`config.mk`:
```
export PLATFORM = sky130hd
export DESIGN_NAME = peg_l2_rs_rmii_rx
export DESIGN_NICKNAME = d
export VERILOG_FILES = /design/src/rtl/peg_l2_rs_rmii_rx_pkg.sv /design/src/rtl/peg_l2_rs_rmii_rx_sampler.sv /design/src/rtl/peg_l2_rs_rmii_rx.sv
export SDC_FILE = /design/constraint.sdc
export NUM_CORES = 1
export LEC_CHECK = 0
export ABC_CLOCK_PERIOD_IN_PS = 3600
export CORE_MARGIN = 2
export CORE_UTILIZATION = 42
export DETAILED_ROUTE_END_ITERATION = 10
export MAX_ROUTING_LAYER = met4
export SYNTH_ARGS = -nofsm -noshare
export SYNTH_HDL_FRONTEND = slang
export SYNTH_SLANG_ARGS = --single-unit
```
`constraint.sdc`:
```
create_clock -name rmii_ref_clk -period 3.6 [get_ports rmii_ref_clk]
set_input_delay 0.9 -clock rmii_ref_clk [delete_from_list [all_inputs] [get_ports rmii_ref_clk]]
set_output_delay 0.9 -clock rmii_ref_clk [all_outputs]
set_load 0.005 [all_outputs]
```
`src/rtl/peg_l2_rs_rmii_rx_pkg.sv`:
```
// Shared constants and FSM state type for the RMII receive reconciliation sublayer.
package peg_l2_params;

    typedef enum logic [1:0] {
        DROP_S,
        IDLE_S,
        PRE_S,
        DATA_S
    } rx_state_e;

    localparam logic [1:0] SFD_DIBIT     = 2'b11;
    localparam logic [1:0] BAD_PRE_DIBIT = 2'b10;

    // 10 Mbps: each dibit lasts 10 reference clocks, sampled mid-dibit.
    localparam logic [3:0] OVS_DIV   = 4'd10;
    localparam logic [3:0] OVS_PHASE = 4'd4;

endpackage

```
`src/rtl/peg_l2_rs_rmii_rx_sampler.sv`:
```
// RMII receive input register plus the 10/100 sample-point generator.
module peg_l2_rs_rmii_rx_sampler
    import peg_l2_params::*;
(
    input  logic       rmii_ref_clk,
    input  logic       rst_n,
    input  logic       speed_100_n_10,
    input  logic [1:0] rmii_rxd,
    input  logic       rmii_crs_dv,
    input  logic       rmii_rx_er,
    output logic       sample_rdy,
    output logic [1:0] rxd,
    output logic       crs_dv,
    output logic       rx_er
);

    logic       crs_dv_d;
    logic [3:0] cnt;
    logic       line_idle;

    // Counter parks at 0 only once the line has been low for two cycles, so a
    // one-dibit carrier toggle inside a frame does not disturb the sample phase.
    assign line_idle  = (cnt == 4'd0) && !crs_dv && !crs_dv_d;
    assign sample_rdy = speed_100_n_10 || (cnt == OVS_PHASE) || line_idle;

    always_ff @(posedge rmii_ref_clk or negedge rst_n) begin
        if (!rst_n) begin
            rxd      <= 2'b00;
            crs_dv   <= 1'b0;
            rx_er    <= 1'b0;
            crs_dv_d <= 1'b0;
            cnt      <= 4'd0;
        end else begin
            rxd      <= rmii_rxd;
            crs_dv   <= rmii_crs_dv;
            rx_er    <= rmii_rx_er;
            crs_dv_d <= crs_dv;
            if (line_idle)
                cnt <= 4'd0;
            else if (cnt == OVS_DIV - 4'd1)
                cnt <= 4'd0;
            else
                cnt <= cnt + 4'd1;
        end
    end

endmodule

```
`src/rtl/peg_l2_rs_rmii_rx.sv`:
```
// RMII receive RS: strips preamble/SFD and packs dibits LSB-first into words for MAC RX.
// Optional macro PEG_L2_RS_RMII_RX_ALIGN_ERR_EN flags frames ending on a half byte.
module peg_l2_rs_rmii_rx
    import peg_l2_params::*;
#(
    parameter  int PKT_DATA_W = 64,
    localparam int BCNT_W     = $clog2(PKT_DATA_W / 8) + 1
) (
    input  logic                  rmii_ref_clk,
    input  logic                  rst_n,
    input  logic                  config_rs_mii_speed_100_n_10,
    input  logic [1:0]            rmii_rxd,
    input  logic                  rmii_crs_dv,
    input  logic                  rmii_rx_er,
    // pkt_valid is a one-cycle strobe with no ready: the sink must take every
    // word, and all sideband fields are qualified by (and zero without) it.
    output logic                  pkt_valid,
    output logic                  pkt_sop,
    output logic                  pkt_eop,
    output logic [PKT_DATA_W-1:0] pkt_data,
    output logic [BCNT_W-1:0]     pkt_bcnt,
    output logic                  pkt_error
);

    localparam int DIBITS = PKT_DATA_W / 2;
    localparam int KW     = $clog2(DIBITS);
    localparam int NBYTES = PKT_DATA_W / 8;

    logic                  smp, crs, er;
    logic [1:0]            rxd;
    rx_state_e             state_q, state_d;
    logic [PKT_DATA_W-1:0] asm_q, asm_d;
    logic [KW-1:0]         k_q, k_d;
    logic                  full_q, full_d, sop_q, sop_d, err_q, err_d;
    logic                  half_byte;
    logic [BCNT_W-1:0]     part_bcnt;
    logic                  emit, emit_sop, emit_eop, emit_err;
    logic [PKT_DATA_W-1:0] emit_data;
    logic [BCNT_W-1:0]     emit_bcnt;

    peg_l2_rs_rmii_rx_sampler u_sampler (
        .rmii_ref_clk   (rmii_ref_clk),
        .rst_n          (rst_n),
        .speed_100_n_10 (config_rs_mii_speed_100_n_10),
        .rmii_rxd       (rmii_rxd),
        .rmii_crs_dv    (rmii_crs_dv),
        .rmii_rx_er     (rmii_rx_er),
        .sample_rdy     (smp),
        .rxd            (rxd),
        .crs_dv         (crs),
        .rx_er          (er)
    );

`ifdef PEG_L2_RS_RMII_RX_ALIGN_ERR_EN
    assign half_byte = k_q[1];
`else
    assign half_byte = 1'b0;
`endif

    assign part_bcnt = BCNT_W'((32'(k_q) + 32'd3) >> 2);

    always_ff @(posedge rmii_ref_clk or negedge rst_n) begin
        if (!rst_n) begin
            state_q <= DROP_S;
            asm_q   <= '0;
            k_q     <= '0;
            full_q  <= 1'b0;
            sop_q   <= 1'b0;
            err_q   <= 1'b0;
        end else begin
            state_q <= state_d;
            asm_q   <= asm_d;
            k_q     <= k_d;
            full_q  <= full_d;
            sop_q   <= sop_d;
            err_q   <= err_d;
        end
    end

    always_comb begin
        state_d   = state_q;
        asm_d     = asm_q;
        k_d       = k_q;
        full_d    = full_q;
        sop_d     = sop_q;
        err_d     = err_q;
        emit      = 1'b0;
        emit_sop  = 1'b0;
        emit_eop  = 1'b0;
        emit_err  = 1'b0;
        emit_data = '0;
        emit_bcnt = '0;
        if (smp) begin
            case (state_q)
                DROP_S: if (!crs) state_d = IDLE_S;
                IDLE_S: begin
                    if (crs) begin
                        state_d = PRE_S;
                        err_d   = 1'b0;
                    end
                end
                PRE_S: begin
                    if (!crs) begin
                        state_d = IDLE_S;
                    end else if (rxd == SFD_DIBIT) begin
                        state_d = DATA_S;
                        k_d     = '0;
                        full_d  = 1'b0;
                        sop_d   = 1'b1;
                        asm_d   = '0;
                    end else if (rxd == BAD_PRE_DIBIT) begin
                        state_d = DROP_S;
                    end
                end
                DATA_S: begin
                    if (!crs && !k_q[0]) begin
                        // End of frame on a nibble boundary; this dibit is dropped.
                        state_d = IDLE_S;
                        k_d     = '0;
                        full_d  = 1'b0;
                        asm_d   = '0;
                        if (full_q || (k_q != '0)) begin
                            emit      = 1'b1;
                            emit_sop  = sop_q;
                            emit_eop  = 1'b1;
                            emit_data = asm_q;
                            emit_bcnt = full_q ? BCNT_W'(NBYTES) : part_bcnt;
                            emit_err  = err_q | er | (!full_q && half_byte);
                        end
                    end else begin
                        if (er) err_d = 1'b1;
                        if (k_q == '0) begin
                            // First dibit of a new word releases the held one.
                            if (full_q) begin
                                emit      = 1'b1;
                                emit_sop  = sop_q;
                                emit_data = asm_q;
                                emit_bcnt = BCNT_W'(NBYTES);
                                sop_d     = 1'b0;
                                full_d    = 1'b0;
                            end
                            asm_d      = '0;
                            asm_d[1:0] = rxd;
                        end else begin
                            asm_d[2*k_q +: 2] = rxd;
                        end
                        if (k_q == KW'(DIBITS - 1)) begin
                            k_d    = '0;
                            full_d = 1'b1;
                        end else begin
                            k_d = k_q + 1'b1;
                        end
                    end
                end
                default: state_d = DROP_S;
            endcase
        end
    end

    always_ff @(posedge rmii_ref_clk or negedge rst_n) begin
        if (!rst_n) begin
            pkt_valid <= 1'b0;
            pkt_sop   <= 1'b0;
            pkt_eop   <= 1'b0;
            pkt_data  <= '0;
            pkt_bcnt  <= '0;
            pkt_error <= 1'b0;
        end else begin
            pkt_valid <= emit;
            pkt_sop   <= emit_sop;
            pkt_eop   <= emit_eop;
            pkt_data  <= emit_data;
            pkt_bcnt  <= emit_bcnt;
            pkt_error <= emit_err;
        end
    end

endmodule

```
# == After elaboration in Yosys (flattened, before gate mapping) ==
# Cells that the tools add are included.
# classes
addsub,4
eq_ne,19
reduce_logical,20
shifts,2
bitwise,1
n_mux,68
# ops
operator,count
$mux W64,10
$pmux W64 S2,1
$bwmux W64,1
$shift A2 B34 Y64 const A,1
$shiftx A2 B34 Y64,1
$mux W4,9
$neg A6 Y34,1
$mux W1,32
$mux W5,4
$reduce_and A5 Y1,3
$mux W2,6
$ne A2 B2 Y1 const B,6
$pmux W5 S2,1
$eq A2 B2 Y1 const B,4
$ne A4 B4 Y1 const B,2
$pmux W2 S4,1
$reduce_and A7 Y1,1
$add A5 B2 Y6 const B,1
$ne A2 B1 Y1 const B,3
$pmux W1 S2,3
$add A5 B1 Y5 const B,1
$eq A5 B5 Y1 const B,1
$logic_not A5 Y1,1
$reduce_bool A5 Y1,1
12 further kinds,19
# word_totals
elab_cells,131
in_bits,7
regBits,155
output_inout_bits,72

# == Logic depth before layout (Yosys ltp) ==
# Gate-level depths: netlist of the first run.
# depth
word_depth,6
ltp_mapped,15
mapped_depth_nobuf,9

# == Hierarchy ==
# A second synthesis of the first run with hierarchy kept.
# unflattened
hier_cells,579
hier_area_um2,6540.0
# modules_own_cells
mod,cells_per_inst,area_each_um2,seq_area_each_um2,instances
peg_l2_rs_rmii_rx,555,6224.7,3653.5,1
peg_l2_rs_rmii_rx_sampler,24,315.3,225.2,1

# == Worst setup path after synthesis of the first run ==
# No wires, ideal clock.
# synth_timing
kind,flip-flop to flip-flop
start,register k_q[0]
end,register asm_q[40]
t_arrival_ns,2.641
required_ns,3.475
setup_ns,0.125
period_less_slack_ns,2.766
stages_incl_launch_ff,15
n_path_buf,5
slack_ns,0.834
cell_sequence,dfrtp_1 buf_2 inv_1 ha_1 clkbuf_1 nand2b_1 nor2_1 ha_1 clkbuf_1 nor2b_1 buf_2 nand2_1 clkbuf_1 a21boi_0 mux2_2
# synth_via
elab_chain_cells,6
word_cells_on_any_way,10
classes_between,add/sub: 1; shift: 2; mux: 4; reduce/logical: 3
# synth_rtl
element,line,text
"start, declared",peg_l2_rs_rmii_rx.sv:33,"logic [KW-1:0] k_q, k_d;"
"start signal, assigned",peg_l2_rs_rmii_rx.sv:73,k_q <= k_d;
$neg A6 Y34,peg_l2_rs_rmii_rx.sv:145,asm_d[2*k_q +: 2] = rxd;
$shiftx A2 B34 Y64 or $shift A2 B34 Y64 (tied branches),peg_l2_rs_rmii_rx.sv:145,
$bwmux W64,peg_l2_rs_rmii_rx.sv:145,
$mux W64,peg_l2_rs_rmii_rx.sv:132,if (k_q == '0) begin
$mux W64 (*),peg_l2_rs_rmii_rx.sv:116,if (!crs && !k_q[0]) begin
$pmux W64 S2 (*),peg_l2_rs_rmii_rx.sv:94,case (state_q)
"end signal, assigned",peg_l2_rs_rmii_rx.sv:72,asm_q <= asm_d;
"end, declared",peg_l2_rs_rmii_rx.sv:32,"logic [PKT_DATA_W-1:0] asm_q, asm_d;"
# Every way passes the cells marked *; elsewhere a longest branch is shown, timed or not.
# A chain may end at the register's enable or synchronous reset.

# == Final worst setup path of the first run ==
# layout_timing
start,register k_q[0]
end,register asm_q[51]
# Same word-level chain as after synthesis.

==> flow_summary.json, run 1 <==
{
  "r2r_start": "k_q[0]$_DFFE_PN0P_",
  "ir_drop_uv": 322.6,
  "root_buffer": "clkbuf_16",
  "dieWidth_um": 130.2,
  "nets": 670,
  "fillerInstances": 1374,
  "core_area_mm2": 0.01571,
  "cts_htree_levels": 4,
  "cts_tree": "yes",
  "path_max_fanout": 16,
  "required_ps": 3960,
  "synthFlopType": "dfrtp_1",
  "synth_top_area_cell": "dfrtp_1",
  "crit_type": "reg -> reg",
  "grt_usage_pct": 19.50,
  "fmax_mhz": 322.8,
  "layout_worst_path_cycle_share_pct": 86.06,
  "outcome": "complete, no violations",
  "ys_top_cells_by_area": "dfrtp_1 (58%), and2_1 (7.4%), a32o_1 (3.7%)",
  "ant_nets": 0,
  "rr_worst_depth": 10,
  "cts.hold.buffers_added": 0,
  "initial_utilization_pct": 42.55,
  "fin_setup_tns_ps": 0,
  "synthCells": 579,
  "dr.pass1.iters": 5,
  "clkSinkCount": 155,
  "ys_types": 57,
  "synth-edff-count": 0,
  "grt_pass1_vias": 4805,
  "fp.dieH_um": 130.2,
  "r2r_end": "asm_q[51]$_DFFE_PN0P_",
  "grt_setup_unrepaired": "no",
  "syn_area_mm2": 0.006686,
  "critPathCaptureType": "register",
  "cts.repair.resized": 0,
  "hold_class": "reg -> reg",
  "ys_seq_area_share_pct": 58.01,
  "drive_above_1_share_pct": 9.970,
  "areaGrowthSynthToFinish_pct": 23.90,
  "crit_start": "k_q[0]$_DFFE_PN0P_",
  "clk_pin_slew_ps": 60,
  "wl_um": 14800,
  "cts_setup_buffers": 0,
  "ys_ff_latch": 155,
  "finalWorstSetupSlack_ps": 501.9,
  "relSlewSlack_pct": 40.46,
  "synth_fp_nets": 600,
  "synth_top_area_share_pct": 58.01,
  "regArea_mm2": 0.003879,
  "grt_antenna_before_repair": 0,
  "worst_slew_pin_slew_ps": 883.7,
  "vias_per_cell": 5.297,
  "dp_slack_ps": 484.9,
  "place.gp.congestion": 0.8478,
  "rows": 46,
  "clk_path_buf_depth": 2,
  "min_period_ps": 3098,
  "avgSynthCellArea_um2": 11.55,
  "holdWs_ps": 479.6,
  "p_per_area_mw_per_mm2": 595.8,
  "hold_viol": 0,
  "vias": 4651,
  "leakagePower_nw": 3.754,
  "io_buffers": 78,
  "insertion_delay_ps": 430,
  "rrSetupSlack_ps": 500,
  "finalClockSkew_ps": 6.540,
  "wl_per_cell_um": 16.86,
  "multiInputGateArea_mm2": 0.002436,
  "grt_max_degree": 83,
  "final_cell_mix": "dfrtp_1 (155), and2_1 (79), clkdlybuf4s50_1 (77)",
  "drt-initial-drc-count": 364,
  "cts_buffers": 17,
  "insertedDiodeCount": 0,
  "layout_commonest_cell": "dfrtp_1",
  "drc": 0,
  "final_max_slew_viol_count": 0,
  "overflow": 0,
  "endpoint": "asm_q[51]$_DFFE_PN0P_",
  "die_area_mm2": 0.01695,
  "arrival_ps": 3460,
  "grt_first_pass_wirelength_um": 24430,
  "cap_violations": 0,
  "dpl.hpwl_um": 10220,
  "finalSetupViolCount": 0,
  "io_pins": 79,
  "crit_path_start_kind": "register",
  "yosysWarnings": 0,
  "synthArstFlopShare_pct": 100.0
}
cell type report:
cell class | instances | share of cell area (%)
multi-input combinational | 336 | 29.41
clock inverter | 11 | 2.024
timing repair buffer | 96 | 11.22
clock buffer | 21 | 5.316
inverter | 43 | 1.948
tap | 216 | 3.262
sequential | 155 | 46.82
cell usage after synthesis (10+ instances only):
cell,number
buf_2,12
a32o_1,25
nand2_1,11
nand4_1,17
nor2_1,14
nand3_1,18
mux2i_1,10
inv_1,43
dfrtp_1,155
o211ai_1,10
and3_1,17
clkbuf_1,25
o21ai_0,11
ha_1,14
and2_1,79
o32ai_1,22
cells by family after synthesis:
family / after synthesis / synth area share, %
simple gates: 195 / 17.57
fa+ha+maj: 14 / 2.620
mux: 16 / 2.507
flops: 155 / 58.01
compound gates: 107 / 13.21
xor+xnor: 4 / 0.5240
buf+inv: 88 / 5.558
flip-flops by register name (all words and copies together), names as in the netlist, 2 cells and up:
register,flops
u_sampler.cnt,4
state_q,2
asm_q,64
k_q,5
u_sampler.rxd,2
pkt_bcnt,4
pkt_data,64
power by group:
group | switching (W) | total [W] | internal [W]
clock | 0.000692 | 0.00185 | 0.00116
sequential | 0.000161 | 0.00212 | 0.00196
combinational | 0.000582 | 0.000963 | 0.000380
critical path, cell delays in order, from the launching register on:
cell and delay [ps]:
dfrtp_1 650, inv_1 190, ha_1 340, nand2b_1 120, nor2_1 50, ha_1 360, or3b_2 490, mux2i_1 150
buf_4 190, and2_1 270, a32o_1 200
worst min path at each step:
| stage | slack [ps] | depth (start not counted) | to | from |
|---|---|---|---|---|
| after floorplan | 350 | 0 | u_sampler.crs_dv_d$_DFF_PN0_ | u_sampler.crs_dv$_DFF_PN0_ |
| after global placement | 470 | 1 | pkt_data[44]$_DFF_PN0_ | asm_q[44]$_DFFE_PN0P_ |
| after detailed placement | 470 | 1 | pkt_data[58]$_DFF_PN0_ | asm_q[58]$_DFFE_PN0P_ |
| after CTS | 490 | 1 | pkt_data[31]$_DFF_PN0_ | asm_q[31]$_DFFE_PN0P_ |
| after global routing | 510 | 1 | pkt_data[22]$_DFF_PN0_ | asm_q[22]$_DFFE_PN0P_ |
| final | 480 | 1 | pkt_data[30]$_DFF_PN0_ | asm_q[30]$_DFFE_PN0P_ |
routing by layer:
metal / GRT usage [%] / wire length, µm / vias to the layer above
met4: 7.274 / 371 / 0
li1: - / - / 2183
met5: - / 0 / -
met1: 24.11 / 6364 / 2321
met3: 4.674 / 674 / 30
met2: 31.29 / 7392 / 117
through the flow:
stage | area (µm²) | power [W] | util [%] | std cells
floorplan | 6686 | 0.002799 | - | 579
global placement | 7676 | 0.003071 | 48.85 | 846
detailed placement | 7676 | 0.003110 | 48.85 | 846
CTS | 8284 | 0.004974 | 52.72 | 878
global route | 8284 | 0.005216 | 52.72 | 878
finish | 8284 | 0.004935 | 52.72 | 878
Note: power is estimated with default switching activity, not from simulation.
==> run 2, diff against run 1 <==
--- a/config.mk
+++ b/config.mk
@@ -8,6 +8,8 @@
 export ABC_CLOCK_PERIOD_IN_PS = 3600
 export CORE_MARGIN = 2
 export CORE_UTILIZATION = 42
+export CTS_BUF_LIST = sky130_fd_sc_hd__clkbuf_16
+export CTS_CLUSTER_SIZE = 20
 export DETAILED_ROUTE_END_ITERATION = 10
 export MAX_ROUTING_LAYER = met4
 export SYNTH_ARGS = -nofsm -noshare
==> flow_summary.json, run 2 (synthesized netlist as in run 1, its figures left out) <==
{
  "insertion_delay_ps": 430,
  "wl_um": 14810,
  "cap_violations": 0,
  "grt_first_pass_wirelength_um": 24430,
  "nets": 670,
  "layout_commonest_cell": "dfrtp_1",
  "cts.hold.buffers_added": 0,
  "ir_drop_uv": 322.5,
  "crit_type": "reg -> reg",
  "dpl.hpwl_um": 10220,
  "crit_path_start_kind": "register",
  "rr_worst_depth": 10,
  "p_per_area_mw_per_mm2": 594.6,
  "core_area_mm2": 0.01571,
  "layout_worst_path_cycle_share_pct": 86.33,
  "rrSetupSlack_ps": 490,
  "layout.cells.non_filler": 878,
  "insertedDiodeCount": 0,
  "grt_pass1_vias": 4804,
  "drt-initial-drc-count": 384,
  "initial_utilization_pct": 42.55,
  "dp.cells": 846,
  "areaGrowthSynthToFinish_pct": 23.90,
  "grt_antenna_before_repair": 0,
  "clkSinkCount": 155,
  "grt_setup_unrepaired": "no",
  "sw_frac_of_total_pct": 29.16,
  "drive_above_1_share_pct": 9.970,
  "p_int_w": 0.003489,
  "r2r_start": "k_q[0]$_DFFE_PN0P_",
  "seqPwrFrac_pct": 43.1,
  "grt_max_degree": 83,
  "cts.repair.resized": 0,
  "arrival_ps": 3470,
  "vias": 4656,
  "clk_path_buf_depth": 2,
  "cts_tree": "yes",
  "min_period_ps": 3108,
  "leakagePower_nw": 3.771,
  "cts_htree_levels": 4,
  "pwr-share-clk_pct": 37.4,
  "hold_class": "reg -> reg",
  "hold_viol": 0,
  "final_cell_mix": "dfrtp_1 (155), and2_1 (79), clkdlybuf4s50_1 (77)",
  "path_max_fanout": 16,
  "drc": 0,
  "io_buffers": 78,
  "io_pins": 79,
  "final_max_slew_viol_count": 0,
  "worst_slew_pin_slew_ps": 877.8,
  "fmax_mhz": 321.8,
  "cts_buffers": 17,
  "rows": 46,
  "fin_setup_tns_ps": 0,
  "worstHoldPathCells": 1,
  "switchingPower_w": 0.001437,
  "vias_per_cell": 5.303,
  "clk_pin_slew_ps": 60,
  "overflow": 0,
  "required_ps": 3960,
  "wl_per_cell_um": 16.87,
  "holdPathEnd": "pkt_data[30]$_DFF_PN0_",
  "dr.pass1.iters": 5,
  "die_area_mm2": 0.01695,
  "r2r_end": "asm_q[51]$_DFFE_PN0P_",
  "finalClockSkew_ps": 7.337,
  "relSlewSlack_pct": 40.86,
  "dieWidth_um": 130.2,
  "comb_power_share_pct": 19.5,
  "finalSetupViolCount": 0,
  "hp-start": "asm_q[30]$_DFFE_PN0P_",
  "cts_setup_buffers": 0,
  "grt_usage_pct": 19.50,
  "fillerInstances": 1374,
  "fp.dieH_um": 130.2,
  "ant_nets": 0,
  "root_buffer": "clkbuf_16",
  "place.gp.congestion": 0.8478,
  "critPathCaptureType": "register",
  "outcome": "complete, no violations",
  "top_regs": "asm_q x64, pkt_data x64, k_q x5"
}
## run 2: metrics by stage
step	hold WS [ps]	worst slack (ps)	util (%)	total power, W	cell area, µm²
2_1_floorplan	348.7	834.2	-	0.002799	6686
6_report	479.6	492.2	52.72	0.004926	8284
4_1_cts	486.2	481.4	52.72	0.004963	8284
3_3_place_gp	465.1	541.2	48.85	0.003071	7676
5_1_grt	508.7	126.7	52.72	0.005206	8284
3_5_place_dp	467.5	484.9	48.85	0.003110	7676
## run 2: layer usage
layer / vias to the layer above / share of wire (%) / global-route usage [%] / wire, µm
li1: 2187 / - / - / -
met1: 2330 / 43 / 24.11 / 6366
met2: 112 / 50 / 31.29 / 7383
met3: 27 / 4.7 / 4.674 / 692
met4: 0 / 2.5 / 7.274 / 371
met5: - / 0 / - / 0
## run 2: area by class of cell
class                   instances  area, µm²  share of cell area, %
clock buffers                  17      425.4                  5.135
clock inverters                15      182.7                  2.205
inverters                      43      161.4                  1.948
multi-input cells             336       2436                  29.41
flip-flops and latches        155       3879                  46.82
well taps                     216      270.3                  3.262
repair buffers                 96      929.6                  11.22
## run 2: worst max-delay path: stages (launching register included)
cell and delay (ps):
dfrtp_1 650, inv_1 190, ha_1 340, nand2b_1 130
nor2_1 50, ha_1 370, or3b_2 490, mux2i_1 150
buf_4 190, and2_1 270, a32o_1 200
## run 2: how the worst max path moves through the flow
stage | from | end
2_1_floorplan | k_q[0]$_DFFE_PN0P_ | asm_q[40]$_DFFE_PN0P_
3_3_place_gp | config_rs_mii_speed_100_n_10 | asm_q[20]$_DFFE_PN0P_
3_5_place_dp | config_rs_mii_speed_100_n_10 | asm_q[34]$_DFFE_PN0P_
4_1_cts | k_q[0]$_DFFE_PN0P_ | asm_q[51]$_DFFE_PN0P_
5_1_grt | k_q[0]$_DFFE_PN0P_ | asm_q[20]$_DFFE_PN0P_
6_report | k_q[0]$_DFFE_PN0P_ | asm_q[51]$_DFFE_PN0P_
## run 2: power by group through the flow
stage | clock, W | combinational [W] | sequential [W]
6_report | 0.00184 | 0.000963 | 0.00212
5_1_grt | 0.00197 | 0.00108 | 0.00216
4_1_cts | 0.00187 | 0.000965 | 0.00213
3_5_place_dp | 0 | 0.000957 | 0.00215
3_3_place_gp | 0 | 0.000928 | 0.00214
2_1_floorplan | 0 | 0.000715 | 0.00208
